### src/rtl/fifo_write.sv
// Write-side framer for the packet FIFO: windows the receive byte stream per prb frame and
// pushes {last, byte} words, holding one byte back so the final word can carry the end tag.
module fifo_write #(
    parameter int DW         = 8,
    parameter int SKIP_BYTES = 0,
    parameter int MAX_BYTES  = 64
) (
    input  logic          clk,
    input  logic          rst,
    input  logic          prb,
    input  logic          DM,
    input  logic [DW-1:0] din,
    input  logic          fifo_full,
    output logic          fifo_wrreq,
    output logic [DW:0]   fifo_data,
    output logic          pkt_done,
    output logic          pkt_drop,
    output logic [7:0]    pkt_len
);

    typedef enum logic [1:0] {
        IDLE,
        CAPT,
        DROP
    } state_t;

    state_t        state;
    logic          prb_d;
    logic [7:0]    beat_cnt;
    logic [7:0]    word_cnt;
    logic          hold_vld;
    logic [DW-1:0] hold;
    logic          done_pend;
    logic [7:0]    len_pend;

    logic start;
    logic stop;
    logic beat;
    logic active;
    logic in_window;
    logic end_pkt;
    logic push_req;
    logic abort;

    // beat_cnt is 0 whenever the FSM sits in IDLE, so it is the index of a start-cycle beat too
    always_comb begin
        start     = prb & ~prb_d;
        stop      = ~prb & prb_d;
        beat      = DM & prb;
        active    = (state == CAPT) || ((state == IDLE) && start);
        in_window = (int'(beat_cnt) >= SKIP_BYTES) &&
                    (int'(beat_cnt) < SKIP_BYTES + MAX_BYTES) &&
                    (int'(word_cnt) < MAX_BYTES);
        end_pkt   = (state == CAPT) && stop;
        push_req  = hold_vld && ((active && beat && in_window) || end_pkt);
        abort     = push_req && fifo_full;
    end

    always_ff @(posedge clk or posedge rst) begin
        if (rst) begin
            state      <= IDLE;
            prb_d      <= 1'b1;
            beat_cnt   <= '0;
            word_cnt   <= '0;
            hold_vld   <= 1'b0;
            hold       <= '0;
            done_pend  <= 1'b0;
            len_pend   <= '0;
            fifo_wrreq <= 1'b0;
            fifo_data  <= '0;
            pkt_done   <= 1'b0;
            pkt_drop   <= 1'b0;
            pkt_len    <= '0;
        end else begin
            prb_d      <= prb;
            fifo_wrreq <= 1'b0;
            pkt_drop   <= abort;
            pkt_done   <= done_pend;
            done_pend  <= 1'b0;

            if (done_pend) begin
                pkt_len <= len_pend;
            end

            if (push_req && !fifo_full) begin
                fifo_wrreq <= 1'b1;
                fifo_data  <= {end_pkt, hold};
            end

            unique case (state)
                IDLE: if (start) state <= CAPT;
                CAPT: begin
                    if (stop) begin
                        state <= IDLE;
                    end else if (abort) begin
                        state <= DROP;
                    end
                end
                DROP: if (stop) state <= IDLE;
                default: state <= IDLE;
            endcase

            if (end_pkt && !abort) begin
                // an empty window completes immediately; otherwise wait for the tagged push
                if (hold_vld) begin
                    done_pend <= 1'b1;
                    len_pend  <= word_cnt;
                end else begin
                    pkt_done <= 1'b1;
                    pkt_len  <= '0;
                end
            end

            if (abort || end_pkt) begin
                beat_cnt <= '0;
                word_cnt <= '0;
                hold_vld <= 1'b0;
            end else if (active && beat) begin
                if (beat_cnt != 8'hFF) begin
                    beat_cnt <= beat_cnt + 8'd1;
                end
                if (in_window) begin
                    hold     <= din;
                    hold_vld <= 1'b1;
                    word_cnt <= word_cnt + 8'd1;
                end
            end
        end
    end

endmodule

### config.mk
export PLATFORM = sky130hd
export DESIGN_NAME = fifo_write
export DESIGN_NICKNAME = d
export VERILOG_FILES = /design/src/rtl/fifo_write.sv
export SDC_FILE = /design/constraint.sdc
export NUM_CORES = 1
export LEC_CHECK = 0
export CAP_MARGIN = 20
export CORE_MARGIN = 2
export CORE_UTILIZATION = 33
export DETAILED_ROUTE_END_ITERATION = 10
export PLACE_DENSITY_LB_ADDON = 0.08
export SLEW_MARGIN = 20
export SYNTH_ARGS = -nofsm -noshare
export SYNTH_HDL_FRONTEND = slang
export SYNTH_SLANG_ARGS = --single-unit
export TNS_END_PERCENT = 1
### constraint.sdc
create_clock -name clk -period 2.8 [get_ports clk]
set_input_delay 0.56 -clock clk [delete_from_list [all_inputs] [get_ports clk]]
set_output_delay 0.56 -clock clk [all_outputs]
set_load 0.02 [all_outputs]
==> results of run 1 <==
==> cell usage after synthesis, types with 2 or more instances <==
| master | count |
|---|---|
| nand3_1 | 8 |
| dfrtp_1 | 56 |
| o21ai_0 | 4 |
| nor2b_1 | 3 |
| mux2_4 | 6 |
| xnor2_1 | 3 |
| nand3b_1 | 2 |
| nand4_1 | 2 |
| clkbuf_1 | 2 |
| a22o_1 | 2 |
| xor2_1 | 2 |
| nor4_1 | 3 |
| nor2_1 | 18 |
| or4_1 | 3 |
| or3_1 | 3 |
| ha_1 | 2 |
| mux2_1 | 3 |
| o31ai_1 | 3 |
| inv_1 | 3 |
| nand2_1 | 5 |
| mux2i_1 | 9 |
| buf_2 | 2 |
| mux2_2 | 16 |
| nand2b_1 | 3 |
| a21oi_1 | 8 |
==> critical path, delay by kind of cell <==
| kind | cells | cell delay (ns) |
|---|---|---|
| compound gates | 2 | 0.52 |
| simple gates | 2 | 0.85 |
| buf+inv | 1 | 0.55 |
==> area by class of cell <==
type / count / area, um^2
Clock inverter: 3 / 40.0
Sequential cell: 57 / 1430
Tap cell: 99 / 124
Timing Repair Buffer: 35 / 355
Multi-Input combinational cell: 124 / 965
Fill cell: 703 / 4140
Inverter: 3 / 11.3
Clock buffer: 13 / 149
==> metrics by stage <==
stage | cells | setup slack [ns]
2_1_floorplan | 189 | 0.842
3_3_place_gp | 318 | 0.313
3_5_place_dp | 318 | 0.209
4_1_cts | 334 | 0.576
5_1_grt | 334 | 0.387
6_report | 334 | 0.574
==> sequential cells by signal (all words and copies together), names as in the netlist <==
register	cells
hold_vld	1
prb_d	1
beat_cnt	8
state	2
word_cnt	8
fifo_data	9
hold	8
len_pend	8
pkt_drop	1
pkt_len	8
fifo_wrreq	1
pkt_done	1
done_pend	1
==> worst paths after layout <==
check / from / endpoint / slack [ns]
max: prb / beat_cnt[5] / 0.57
min: rst / hold[4] / 0.41
max reg2reg: word_cnt[7] / hold[5] / 0.80
min reg2reg: hold[5] / hold[5] / 0.48
max in group asynchronous: rst / prb_d / 1.88
min in group clk: hold[5] / hold[5] / 0.48
==> per-layer routing <==
metal	vias up	wire, um
met1	782	2090
met4	0	60
li1	761	-
met2	28	2340
met5	-	0
met3	6	187
==> report_power, final <==
part | total, mW | leakage [nW] | internal, mW | switching (mW)
combinational | 0.881 | 0.508 | 0.474 | 0.407
sequential | 1.26 | 0.745 | 1.08 | 0.173
clock | 0.743 | 0.0974 | 0.433 | 0.310
==> kinds of logic (layout without fill, tap and decap cells) <==
| logic type | count (synthesis) | count (layout) | synth area share (%) |
|---|---|---|---|
| buffers and inverters | 8 | 54 | 2.00 |
| AND/OR/NAND/NOR | 60 | 60 | 14.4 |
| XOR/XNOR | 5 | 5 | 1.79 |
| AO/OA/AOI/OAI | 22 | 22 | 5.79 |
| flip-flops | 57 | 57 | 58.5 |
| multiplexers | 34 | 34 | 16.1 |
| adder cells (fa/ha/maj) | 3 | 3 | 1.44 |
==> impl_metrics.tcl, run 1 <==
set metrics [dict create \
    status "complete, no violations" \
    dieArea_um2 8100 \
    grt_use_met3_pct 3.94 \
    top_level_ports 33 \
    initial_core_util_pct 33.8 \
    cts_setup_buffers 0 \
    wl_per_cell_um 14.0 \
    fin_util_pct 42.6 \
    vdd_drop_max_uv 316 \
    gr-total-overflow 0 \
    finalSetupViolations 0 \
    ant_nets 0 \
    synthCells 189 \
    io_buffer_count 32 \
    synth_top_area_share_pct 57.4 \
    final_cell_area_um2 3070 \
    clock_sinks 57 \
    grt_max_degree 57 \
    synth-seq-area-share_pct 58.5 \
    timing.fmax_mhz 449 \
    r2r_cells 4 \
    antenna_found_initial 0 \
    h-tree-depth 3 \
    mostFrequentLayoutCell "dfrtp_1" \
    grt_util_met2_pct 20.2 \
    mostFrequentLayoutCells "dfrtp_1 (56), clkdlybuf4s50_1 (32), nor2_1 (18), mux2_2 (16), clkbuf_8 (10)" \
    min_period_over_period_pct 79.5 \
    ys_ff_latch 57 \
    dr.pass1.iters 6 \
    drtIter0Drc 60 \
    cp_max_fo 14 \
    yosysWarnings 0 \
    synthFlopType "dfrtp_1" \
    hold_slack_ns 0.408 \
    cts_tree "built" \
    cp_data_arrival_time_ns 2.48 \
    drv_cap 0 \
    synth_edf_count 0 \
    viasPerCell 4.72 \
    core_area_um2 7210 \
    critPathKind "primary input to register" \
    power_mw 2.88 \
    synth_area_per_cell_um2 12.9 \
    yosys.area.top_type "dfrtp_1" \
    fin_nets 245 \
    p_leak_nw 1.35 \
    syn-cell-area_um2 2440 \
    gp_congestion 0.764 \
    slowest_delay_ns 0.58 \
    crit_path_cell_trace "clkdlybuf4s50_1 > and3b_1 > o211ai_1 > or4_1 > a21oi_1" \
    drv_slew 0 \
    cts_made_buffers 9 \
    synth_nets 204 \
    finClkSkew_ns 0.00887 \
    slew_headroom_pct 42.1 \
    setup.worst_path.start_class "primary input" \
    setup_tns_ns 0 \
    drc 0 \
    period_minus_slack_ns 2.23 \
    crit_slowest_cell "or4_1" \
    n_antenna_cell 0 \
    hold_buffers 0 \
    holdCritPathClass "primary input to async pin" \
    rsz0062_at_grt "no" \
    ys_types 43 \
    max-clock-path-buffers 2 \
    gr-max-usage-layer "met2" \
    grtUsageTotal_pct 12.6 \
    ctsResizeCount 0 \
    ys_async_sr_fraction_pct 100 \
    die_x_um 90.0 \
    hold_viol 0 \
    clkTransAtPathRegs_ns 0.06 \
    vias 1577 \
    row_count 31 \
    placed_cell_area_um2 2880 \
    cp.required_ns 3.06 \
    drive_gt1_share_pct 20.4 \
    ctsRootBufferMaster "clkbuf_8" \
    fp.dieH_um 90.0 \
    grt_pass1_wl_mm 8.03 \
    end_kind "register" \
    area_growth_pct 25.8 \
    grt_pass1_vias 1638 \
    dp_hpwl_mm 3.26 \
    max_slew.worst_pin.slew_ns 0.865 \
    synth_area_leaders "dfrtp_1 (57%), mux2_2 (7.4%), mux2i_1 (3.7%)" \
    wl_mm 4.68 \
    insertion_delay_ns 0.33 \
    gr-usage-met1_pct 15.5 \
    powerDensity_nw_per_um2 938 \
]
(Power assumes the default switching activity.)
==> inputs of run 2 (changes only) <==
- clock period: 2.8 -> 1.9 ns (I/O delays scaled with it)
==> run 2 against run 1 <==
The flow now finishes with violations (negative setup slack). Register-to-register slack lost 0.80 ns. Clock skew is 0.0016 ns lower. Worst hold slack better by 0.026 ns. Sequential share of layout area fell by 3.9 points. Final area is 9.2% higher. Critical path depth is 1 lower. Via count rose by 8.3%. Flip-flop and latch count stayed put. Combinational power grew 56%. Clock power grew 110%. Total power grew 66%. Utilization grew 3.9 points. Critical endpoint is now hold[5].
==> impl_metrics.tcl, run 2 (synthesis results as in run 1) <==
set metrics [dict create \
    setup.worst_path.start_class "register" \
    ant_nets 0 \
    vias 1708 \
    io_buffer_count 32 \
    fp.dieH_um 90.0 \
    drv_slew 0 \
    ff_latch_area_um2 1430 \
    n_antenna_cell 0 \
    dp.cells 339 \
    setup_tns_ns -0.00179 \
    max_slew.worst_pin.slew_ns 0.451 \
    mostFrequentLayoutCell "dfrtp_1" \
    final.fill_count 691 \
    slew_headroom_pct 70.0 \
    regMostFlops "fifo_data" \
    cp.required_ns 2.11 \
    grt_pass1_wl_mm 8.55 \
    period_minus_slack_ns 1.90 \
    dp_hpwl_mm 3.50 \
    finalSetupViolations 1 \
    rsz0062_at_grt "yes" \
    top_level_ports 33 \
    critPathKind "register to register" \
    mostFrequentLayoutCells "dfrtp_1 (56), clkdlybuf4s50_1 (32), buf_4 (23), nor2_1 (18), mux2_2 (16)" \
    area_growth_pct 37.4 \
    antenna_found_initial 0 \
    hold_viol 0 \
    cts_made_buffers 9 \
    powerDensity_nw_per_um2 1420 \
    worst_slack_ns -0.00179 \
    drive_gt1_share_pct 29.2 \
    grt_max_degree 58 \
    finClkSkew_ns 0.00730 \
    cp_data_arrival_time_ns 2.11 \
    drv_cap 0 \
    insertion_delay_ns 0.33 \
    gp_congestion 0.899 \
    viasPerCell 4.80 \
    multi_input_area_um2 982 \
    grt_pass1_vias 1757 \
    drc 0 \
    p_leak_nw 1.51 \
    dieArea_um2 8100 \
    ctsRootBufferMaster "clkbuf_8" \
    gr-total-overflow 0 \
    largest_register_ff_count 9 \
    fin_cells 356 \
    status "complete, but fails checks" \
    cts_tree "built" \
    initial_core_util_pct 33.8 \
    die_x_um 90.0 \
    dr.pass1.iters 4 \
    hold_buffers 0 \
    wl_mm 5.04 \
    grtUsageTotal_pct 13.2 \
    clkTransAtPathRegs_ns 0.07 \
    dp_slack_ns -0.270 \
    max-clock-path-buffers 2 \
    timing.fmax_mhz 526 \
    clock_sinks 57 \
    wl_per_cell_um 14.2 \
    vdd_drop_max_uv 677 \
    core_area_um2 7210 \
    violations "negative setup slack" \
    cp_max_fo 9 \
    holdCritPathClass "primary input to async pin" \
    drtIter0Drc 67 \
    end_kind "register" \
    hold_slack_ns 0.435 \
    fin_nets 267 \
    min_period_over_period_pct 100 \
    row_count 31 \
    h-tree-depth 3 \
]
run 2: routing by layer:
metal	GRT usage (%)	part of all wire, %	up-vias
met2	20.7	49	30
met3	3.86	4.1	9
li1	-	-	807
met4	6.15	1.3	0
met5	0	0	-
met1	16.8	45	862
run 2: worst paths after layout:
kind	start	endpoint	slack [ns]	cells past startpoint
worst max-delay path	word_cnt[7]	hold[5]	-0.002	4
worst min-delay path	rst	done_pend	0.43	3
worst max register to register	word_cnt[7]	hold[5]	-0.002	4
worst min register to register	len_pend[2]	len_pend[2]	0.50	1
max in group asynchronous	rst	prb_d	1.16	3
min in group clk	len_pend[2]	len_pend[2]	0.50	1
run 2: where the power goes:
group / switching (mW) / total, mW / leakage, nW / internal (mW)
logic: 0.620 / 1.37 / 0.626 / 0.750
clock network: 0.476 / 1.55 / 0.140 / 1.07
registers: 0.260 / 1.86 / 0.745 / 1.60
run 2: repair_timing:
item	4_1_cts	5_1_grt
setup endpoints to repair	0	16
buffers inserted	0	1
gates resized for setup	0	3
run 2: per-stage QoR:
stage | total power [mW] | instance area, um^2 | util (%)
global placement | 3.20 | 3050 | 42.3
CTS | 4.84 | 3330 | 46.1
floorplan | 2.64 | 2440 | -
detailed placement | 3.26 | 3050 | 42.3
finish | 4.78 | 3350 | 46.5
global route | 5.05 | 3350 | 46.5
run 2: area by class of cell:
| class | instances | area share [%] |
|---|---|---|
| Clock inverter | 5 | 3.73 |
| Multi-Input combinational cell | 124 | 29.3 |
| Timing Repair Buffer | 57 | 15.9 |
| Clock buffer | 11 | 4.51 |
| Inverter | 3 | 0.336 |
| Sequential cell | 57 | 42.6 |
| Tap cell | 99 | 3.69 |
run 2: worst max-delay path, cell delays in order (launching register included):
cell     delay [ns]
dfrtp_1        0.39
or4_4          0.55
nor3_2         0.16
and3_4         0.33
mux2_1         0.35
